`config.mk`:
```
export PLATFORM = sky130hd
export DESIGN_NAME = scope_fb_arbiter
export DESIGN_NICKNAME = d
export VERILOG_FILES = /design/src/rtl/fb_pkg.sv /design/src/rtl/fb_addr_gen.sv /design/src/rtl/scope_fb_arbiter.sv
export SDC_FILE = /design/constraint.sdc
export NUM_CORES = 1
export LEC_CHECK = 0
export CORE_MARGIN = 5
export CORE_UTILIZATION = 50
export CTS_BUF_LIST = sky130_fd_sc_hd__clkbuf_2 sky130_fd_sc_hd__clkbuf_4 sky130_fd_sc_hd__clkbuf_8
export DETAILED_ROUTE_END_ITERATION = 12
export GPL_ROUTABILITY_DRIVEN = 0
export HOLD_SLACK_MARGIN = 0.1
export PLACE_DENSITY = 0.88
export SLEW_MARGIN = 0
export SYNTH_ARGS = -nofsm -noshare
export SYNTH_HDL_FRONTEND = slang
export SYNTH_SLANG_ARGS = --single-unit
```
`constraint.sdc`:
```
create_clock -name pclk -period 5.1 [get_ports pclk]
set_input_delay 1.02 -clock pclk [delete_from_list [all_inputs] [get_ports pclk]]
set_output_delay 1.02 -clock pclk [all_outputs]
set_load 0.02 [all_outputs]
```
`src/rtl/fb_pkg.sv`:
```
// Shared constants and types for the scope framebuffer arbiter.
// Optional clear engine is enabled by defining FB_CLEAR_EN.
package fb_pkg;

  localparam int unsigned H_PIX          = 640;
  localparam int unsigned V_PIX          = 480;
  localparam int unsigned PIX_W          = 4;
  localparam int unsigned PPW            = 4;
  localparam int unsigned ADDR_W         = 17;
  localparam int unsigned WORDS_PER_LINE = 160;
  localparam int unsigned FB_WORDS       = 76800;

  typedef logic [PIX_W-1:0]     pixel_t;
  typedef logic [PIX_W*PPW-1:0] word_t;
  typedef logic [ADDR_W-1:0]    addr_t;

  typedef enum logic [2:0] {
    IDLE,
    PRE0,
    PRE1,
    PRE2,
    SCAN
  } state_t;

endpackage

```
`src/rtl/fb_addr_gen.sv`:
```
// Framebuffer word address: y*160 + word, built from shifts at 17 bits.
module fb_addr_gen
  import fb_pkg::*;
(
  input  logic [9:0]        y,
  input  logic [7:0]        word,
  output logic [ADDR_W-1:0] addr
);

  // y*160 = (y<<7) + (y<<5)
  always_comb begin
    addr = ({7'd0, y} << 7) + ({7'd0, y} << 5) + {9'd0, word};
  end

endmodule

```
`src/rtl/scope_fb_arbiter.sv`:
```
// Single-port framebuffer arbiter: VGA scanout prefetch has hard priority,
// the scope trace writer gets every remaining memory slot.
// Define FB_CLEAR_EN to add the clr_req/clr_busy framebuffer clear engine.
module scope_fb_arbiter
  import fb_pkg::*;
(
  input  logic        pclk,
  input  logic        rst,
  input  logic        line_start,
  input  logic [9:0]  disp_y,
  input  logic [9:0]  disp_x,
  input  logic        disp_active,
  output logic [3:0]  pixel,
  input  logic        wr_req,
  input  logic [9:0]  wr_x,
  input  logic [9:0]  wr_y,
  input  logic [3:0]  wr_pixel,
  output logic        wr_ack,
  output logic        mem_en,
  output logic        mem_we,
  output logic [16:0] mem_addr,
  output logic [3:0]  mem_be,
  output logic [15:0] mem_wdata,
`ifdef FB_CLEAR_EN
  input  logic        clr_req,
  output logic        clr_busy,
`endif
  input  logic [15:0] mem_rdata
);

  state_t      state;
  word_t       cur_word;
  word_t       next_word;
  logic [7:0]  rd_cnt;
  logic [9:0]  line_y;
  logic        rd_pend;
  logic        ack_d;

  logic        line_go;
  logic        last_pix;
  logic        word_end;
  logic        disp_slot;
  logic        pre_rd;
  logic        wr_in_range;
  logic        wr_gnt;
  logic        clr_block;
  logic [7:0]  rd_word;
  addr_t       scan_addr;
  addr_t       wr_addr;

  assign line_go     = line_start && (disp_y < 10'(V_PIX));
  assign last_pix    = disp_active && (disp_x == 10'(H_PIX - 1));
  assign word_end    = (state == SCAN) && disp_active && (disp_x[1:0] == 2'd3);
  assign disp_slot   = word_end && (rd_cnt < 8'(WORDS_PER_LINE));
  assign pre_rd      = (state == PRE0) || (state == PRE1);
  assign wr_in_range = (wr_x < 10'(H_PIX)) && (wr_y < 10'(V_PIX));
  assign rd_word     = (state == PRE0) ? 8'd0 : (state == PRE1) ? 8'd1 : rd_cnt;

`ifdef FB_CLEAR_EN
  addr_t clr_addr;
  assign clr_block = clr_busy || clr_req;
`else
  assign clr_block = 1'b0;
`endif

  assign wr_gnt = wr_req && !ack_d && !clr_block;

  fb_addr_gen u_scan_addr (
    .y    (line_y),
    .word (rd_word),
    .addr (scan_addr)
  );

  fb_addr_gen u_wr_addr (
    .y    (wr_y),
    .word (wr_x[9:2]),
    .addr (wr_addr)
  );

  // Memory port mux: display reads first, then clear engine, then writer
  always_comb begin
    mem_en    = 1'b0;
    mem_we    = 1'b0;
    mem_addr  = '0;
    mem_be    = '0;
    mem_wdata = '0;
    wr_ack    = 1'b0;
    if (!rst) begin
      if (pre_rd || disp_slot) begin
        mem_en   = 1'b1;
        mem_addr = scan_addr;
      end
`ifdef FB_CLEAR_EN
      else if (clr_busy) begin
        mem_en    = 1'b1;
        mem_we    = 1'b1;
        mem_addr  = clr_addr;
        mem_be    = '1;
        mem_wdata = '0;
      end
`endif
      else if (wr_gnt) begin
        wr_ack = 1'b1;
        if (wr_in_range) begin
          mem_en    = 1'b1;
          mem_we    = 1'b1;
          mem_addr  = wr_addr;
          mem_be    = 4'b0001 << wr_x[1:0];
          mem_wdata = {4{wr_pixel}};
        end
      end
    end
  end

  // Scan FSM, line prefetch and word pipeline
  always_ff @(posedge pclk) begin
    if (rst) begin
      state     <= IDLE;
      cur_word  <= '0;
      next_word <= '0;
      rd_cnt    <= '0;
      line_y    <= '0;
      rd_pend   <= 1'b0;
      ack_d     <= 1'b0;
    end else begin
      ack_d   <= wr_ack;
      rd_pend <= disp_slot;
      if (rd_pend) begin
        next_word <= mem_rdata;
      end
      case (state)
        IDLE: ;
        PRE0: begin
          rd_cnt <= 8'd1;
          state  <= PRE1;
        end
        PRE1: begin
          cur_word <= mem_rdata;
          state    <= PRE2;
        end
        PRE2: begin
          next_word <= mem_rdata;
          rd_cnt    <= 8'd2;
          state     <= SCAN;
        end
        SCAN: begin
          if (word_end) begin
            cur_word <= next_word;
          end
          if (disp_slot) begin
            rd_cnt <= rd_cnt + 8'd1;
          end
          if (last_pix) begin
            state <= IDLE;
          end
        end
        default: state <= IDLE;
      endcase
      // A new visible line restarts the prefetch from any state
      if (line_go) begin
        state   <= PRE0;
        line_y  <= disp_y;
        rd_pend <= 1'b0;
      end
    end
  end

`ifdef FB_CLEAR_EN
  // Clear engine: walks every word using slots the display leaves free
  always_ff @(posedge pclk) begin
    if (rst) begin
      clr_busy <= 1'b0;
      clr_addr <= '0;
    end else if (clr_req) begin
      clr_busy <= 1'b1;
      clr_addr <= '0;
    end else if (clr_busy && !pre_rd && !disp_slot) begin
      if (clr_addr == 17'(FB_WORDS - 1)) begin
        clr_busy <= 1'b0;
      end
      clr_addr <= clr_addr + 17'd1;
    end
  end
`endif

  // Pixel select from the registered current word
  always_comb begin
    pixel = '0;
    if ((state == SCAN) && disp_active) begin
      case (disp_x[1:0])
        2'd0:    pixel = cur_word[3:0];
        2'd1:    pixel = cur_word[7:4];
        2'd2:    pixel = cur_word[11:8];
        default: pixel = cur_word[15:12];
      endcase
    end
  end

endmodule

```
# Yosys cells after proc, flatten, opt, wreduce, memory -nomap -nowiden
# Cells that the tools add are included.
[classes] add_sub_neg=5 mul=0 div_mod_pow=0 n_lt_le_gt_ge=4 eq_ne=13 shifts=1 muxes=34 bitwise=1 n_reduce_logical=20
[ops] cell="$mux 16" n=7
[ops] cell="$mux 17" n=4
[ops] cell="$add 17x15->17" n=2
[ops] cell="$add 17x8->17" n=2
[ops] cell="$pmux 16 s2" n=1
[ops] cell="$mux 8" n=3
[ops] cell="$pmux 8 s3" n=1
[ops] cell="$lt 10x9->1 const B" n=2
[ops] cell="$mux 4" n=5
[ops] cell="$pmux 3 s5" n=1
[ops] cell="$pmux 4 s3" n=1
[ops] cell="$eq 10x10->1 const B" n=1
[ops] cell="$lt 10x10->1 const B" n=1
[ops] cell="$mux 1" n=10
[ops] cell="$add 8x1->8 const B" n=1
[ops] cell="$lt 8x8->1 const B" n=1
[ops] cell="$ne 2x2->1 const B" n=4
[ops] cell="$reduce_and 2->1" n=4
[ops] cell="$logic_and 1x1->1" n=7
[ops] cell="$eq 3x2->1 const B" n=2
[ops] cell="$eq 2x2->1 const B" n=2
[ops] cell="$reduce_bool 2->1" n=2
[ops] cell="$shl 1x2->4 const A" n=1
[ops] cell="$eq 3x1->1 const B" n=1
[ops] cell="other kinds (11)" n=12
[totals] regBits=55 latchBits=0 mem_bits_rw=0 romBits=0 inputBits=65 out_inout_bits=44 elab_cells=86 n_memories=0

# Longest topological paths before layout
[depth] ltp_word=7 depth_mapped=12 depth_no_buf=11

# Hierarchy
# Synthesis repeated with hierarchy kept, for this count alone.
[hier_totals] hier_cells=533 hier_area_um2=4331.7
[modules_own_cells] module="scope_fb_arbiter" instances=1 cells_per_inst=383 area_per_inst_um2=3095.5 seq_area_each_um2=1101.1
[modules_own_cells] module="fb_addr_gen" instances=2 cells_per_inst=75 area_per_inst_um2=618.1 seq_area_each_um2=0.0

# Worst setup path before layout
# Ideal clock, no wire load.
[synth_path] path_kind="register -> output" start="reg state[0]" end="out mem_addr[16]" t_arrival_ns=3.341 required_time_ns=4.080 slack_ns=0.739 stages_incl_launch_ff=13 n_path_buf=1 cell_sequence="dfxtp_1 > clkbuf_1 > xnor2_1 > or2_2 > and2_1 > ha_1 > ha_1 > fa_1 > a21o_1 > a221oi_1 > o221ai_1 > xnor2_1 > o22ai_1"
[synth_between] elab_chain_cells=7 word_cells_on_any_way=13 cone_classes="1 x add/sub; 3 x eq/ne; 4 x mux; 5 x reduce/logical"
[synth_rtl] element="start, declared" line="scope_fb_arbiter.sv:31" text="state_t state;"
[synth_rtl] element="start signal, assigned" line="scope_fb_arbiter.sv:118" text="state <= IDLE;"
[synth_rtl] element="start signal, assigned" line="scope_fb_arbiter.sv:135" text="state <= PRE1;"
[synth_rtl] element="start signal, assigned" line="scope_fb_arbiter.sv:139" text="state <= PRE2;"
[synth_rtl] element="parallel branches: the longest is 5 deep, another holds $add 17x8->17"
[synth_rtl] element="$mux 17 (*)" line="scope_fb_arbiter.sv:89" text="if (pre_rd || disp_slot) begin"
[synth_rtl] element="$mux 17 (*)" line="scope_fb_arbiter.sv:88" text="if (!rst) begin"
[synth_rtl] element="end, declared" line="scope_fb_arbiter.sv:21" text="output logic [16:0] mem_addr,"
# Every way passes the cells marked *.

# Worst setup path in the final report
[layout_path] start="in wr_x[9]" end="out mem_addr[10]"
[layout_between] elab_chain_cells=6 word_cells_on_any_way=7 cone_classes="1 x add/sub; 1 x order compare; 4 x mux; 1 x reduce/logical"
[layout_rtl] element="start, declared" line="scope_fb_arbiter.sv:15" text="input logic [9:0] wr_x,"
[layout_rtl] element="parallel branches: the longest is 2 deep, another holds $add 17x8->17"
[layout_rtl] element="$mux 17 (*)" line="scope_fb_arbiter.sv:104" text="if (wr_in_range) begin"
[layout_rtl] element="$mux 17 (*)" line="scope_fb_arbiter.sv:102" text="else if (wr_gnt) begin"
[layout_rtl] element="$mux 17 (*)" line="scope_fb_arbiter.sv:89"
[layout_rtl] element="$mux 17 (*)" line="scope_fb_arbiter.sv:88"
# Marked as above.

==> results.json <==
{
  "cp_cell_sequence": "clkdlybuf4s50_1, inv_1, fa_1, fa_1, nand2b_1, buf_4, nand2b_1, a211oi_1, o32ai_1, clkdlybuf4s50_1",
  "grt_max_degree": 54,
  "final_cells": 659,
  "maxCapViolCount": 0,
  "antennaDiodeCount": 0,
  "cp_data_arrival_time_ns": 3.95,
  "cts.path.max_buffers": 2,
  "ys.flop_type": "dfxtp_1",
  "drcViolationCount": 0,
  "regArea_mm2": 0.00110,
  "rrSetupSlack_ns": 2.74,
  "p_per_area_mw_per_mm2": 210,
  "min_path_cells": 2,
  "yosysTopAreaCell": "dfxtp_1",
  "clock_skew_ns": 0.0103,
  "synth_compound_area_frac": 0.188,
  "comb_power_share": 0.263,
  "p_int_mw": 0.789,
  "num_vias": 3758,
  "cts_root_buf": "clkbuf_8",
  "die-area_mm2": 0.00971,
  "final-hold-violation-count": 0,
  "critPathRequiredTime_ns": 4.08,
  "syn_area_mm2": 0.00392,
  "synthMuxAreaShare": 0.0843,
  "synthSimpleGateAreaFrac": 0.191,
  "port-buffer-count": 108,
  "rows": 32,
  "cts-buffers-inserted": 5,
  "syn_to_final_growth_pct": 31.7,
  "slowest_delay_ns": 0.66,
  "clk_pin_slew_ns": 0.09,
  "cp_max_fo": 2,
  "ys.warnings.count": 0,
  "start_kind": "primary input",
  "drive_above_1_share": 0.0592,
  "synth.distinct_cells": 49,
  "n_fill_cell": 633,
  "fp.dieW_um": 98.5,
  "track_usage": 0.210,
  "timing.fmax_mhz": 201,
  "drtIter0Drc": 166,
  "crit_family": "buffers and inverters",
  "nNetsFinal": 664,
  "place_inst": 651,
  "totalWireLength_um": 10200,
  "dp_slack_ns": -0.177,
  "relSlewSlack": 0.254,
  "setup_tns_ns": 0,
  "reg2regPathDepth": 5,
  "ant_nets": 0,
  "synth_top_family_by_area": "simple AND/OR/NAND/NOR gates",
  "wl_per_cell_um": 15.5,
  "rsz0062_at_grt": "no",
  "dpl.hpwl_um": 8260,
  "fin_crit_ns": 4.97,
  "synthArstFlopShare": 0,
  "path_buf_inv": 4,
  "fin_crit_sh": 0.975,
  "ys_ff_latch": 55,
  "worst_slack_ns": 0.129,
  "synth_top_area_frac": 0.281,
  "worst-slew-pin-transition_ns": 1.12,
  "synth-xor-area-share": 0.0425,
  "syn_inst": 465,
  "worst-path-stages": 10,
  "postCtsHoldBufs": 0,
  "outcome": "completed",
  "yosysSeqAreaShare": 0.281,
  "synth_fp_nets": 573,
  "p_switching_mw": 0.294,
  "synth.area.top_cells": "dfxtp_1 28%, ha_1 12%, mux2i_1 6.1%",
  "swShare": 0.272,
  "setup-violations-final": 0,
  "core_mm2": 0.00769,
  "seqPwrFrac": 0.423,
  "cts_tree": "yes",
  "hp-class": "reg -> reg",
  "globalRouteOverflowTotal": 0,
  "io-pin-count": 109,
  "htree_num_levels": 2,
  "power_leakage_nw": 2.20,
  "drt_first_pass_iters": 4,
  "fp.dieH_um": 98.5,
  "multi_input_area_mm2": 0.00256,
  "cts.sink_count": 55,
  "grt_antenna_before_repair": 0,
  "clkPwrFrac": 0.314,
  "fin_area_mm2": 0.00516,
  "avgSynthCellArea_um2": 8.42,
  "crit_type": "in -> out",
  "place_area_mm2": 0.00501,
  "report.final.slew_viol_count": 0,
  "cp_slowest_cell": "clkdlybuf4s50_1",
  "cts_setup_buffers": 0,
  "vias_per_cell": 5.70,
  "synth_edf_count": 0,
  "synthAdderAreaFrac": 0.145,
  "grt_pass1_wl_um": 17400,
  "clkLatencyLatePin_ns": 0.31,
  "peakVddDrop_uv": 173,
  "end_kind": "output pin",
  "initial_core_util": 0.510,
  "grt_pass1_vias": 3832
}
[cells by family (layout without fill, tap and decap cells)]
group | count (synthesis) | count (layout)
and+or+nand+nor | 155 | 155
DFF | 55 | 55
xor gates and xnor gates | 19 | 19
adders and majority gates | 43 | 43
AOI/OAI and AO/OA | 110 | 110
buffers and inverters | 55 | 147
muxes | 28 | 28
[power groups by stage]
| stage | Sequential, mW | Clock [mW] | Combinational, mW |
|---|---|---|---|
| floorplan | 0.464 | 0 | 0.172 |
| global placement | 0.467 | 0 | 0.272 |
| detailed placement | 0.468 | 0 | 0.283 |
| CTS | 0.458 | 0.344 | 0.284 |
| global route | 0.461 | 0.360 | 0.314 |
| finish | 0.458 | 0.340 | 0.285 |
[worst paths after layout]
check                     from            to
hold reg to reg   next_word[6]  next_word[6]
hold / removal    next_word[6]  next_word[6]
setup / recovery       wr_x[9]  mem_addr[10]
setup reg to reg      state[1]  cur_word[12]
[worst reg2reg max path, delay by kind of cell, from the launching register on]
family / cells / cell delay (ns)
AOI/OAI and AO/OA: 2 / 0.38
and+or+nand+nor: 3 / 1.44
DFF: 1 / 0.46
[flip-flops by register name, summed over array words and instances (netlist names)]
signal,cells
rd_pend,1
cur_word,16
rd_cnt,8
line_y,10
next_word,16
state,3
ack_d,1
[Yosys cell counts, drive strengths merged, types with 4 or more instances]
cell and n:
nand2b 8, nor2 43, and3 10, clkbuf 19, a31oi 5, o22ai 6
a21oi 34, xnor2 6, a22o 6, inv 20, nand4 5, mux2i 24
nand3 9, a21o 5, nor2b 4, xor2 13, nand2 47, buf 16
ha 39, dfxtp 55, o21ai 11, nor3 6, mux4 4, fa 4
a211oi 21, and2 10
[cells in the final DEF, fill, tap and decap left out, types with 3 or more instances in the layout]
cell type	netlist	final
ha_1	39	39
nand3_1	9	9
mux4_2	4	4
dfxtp_1	55	55
xor2_1	13	13
nand4_1	5	5
a21o_1	5	5
xnor2_1	6	6
inv_1	20	20
and2_1	10	10
nor2b_1	4	4
nor3_1	6	6
o21a_1	3	3
a21oi_1	34	34
a31oi_1	5	5
buf_4	12	11
nand2_1	47	47
dlygate4sd2_1	0	4
a211oi_1	21	20
clkbuf_8	0	5
and3_1	10	10
fa_1	4	4
nand4b_1	3	3
clkdlybuf4s50_1	0	102
nor2_1	43	42
or2_2	3	3
nand2b_1	8	8
o22ai_1	6	6
nor3b_1	3	3
o31ai_1	3	3
o21ai_0	11	11
mux2i_1	24	24
a22o_1	6	6
[through the flow]
step | total power [mW] | util | hold WS [ns]
detailed placement | 0.751 | 0.652 | 0.443
global route | 1.13 | 0.671 | 0.482
floorplan | 0.636 | - | 0.431
CTS | 1.09 | 0.671 | 0.457
global placement | 0.739 | 0.652 | 0.437
finish | 1.08 | 0.671 | 0.454
[repair_timing]
item | 4_1_cts | 5_1_grt
endpoints found under the setup margin | 5 | 1
pin swaps | 0 | 0
gates resized for setup | 7 | 1
[per-layer routing]
layer | GRT usage | share of wire | vias up | routed length, µm
met5 | 0 | 0 | - | 0
met4 | 0.0525 | 0.014 | 0 | 142
met3 | 0.0439 | 0.067 | 12 | 686
met2 | 0.383 | 0.50 | 142 | 5150
met1 | 0.250 | 0.42 | 1766 | 4260
li1 | - | - | 1838 | -
[final cells by class]
cell class	count	area share
clock buffers	6	0.0148
clock inverters	2	0.0116
inverters	20	0.0146
multi-input cells	355	0.497
flip-flops and latches	55	0.213
well taps	102	0.0247
repair buffers	119	0.224
(Power assumes the default switching activity.)
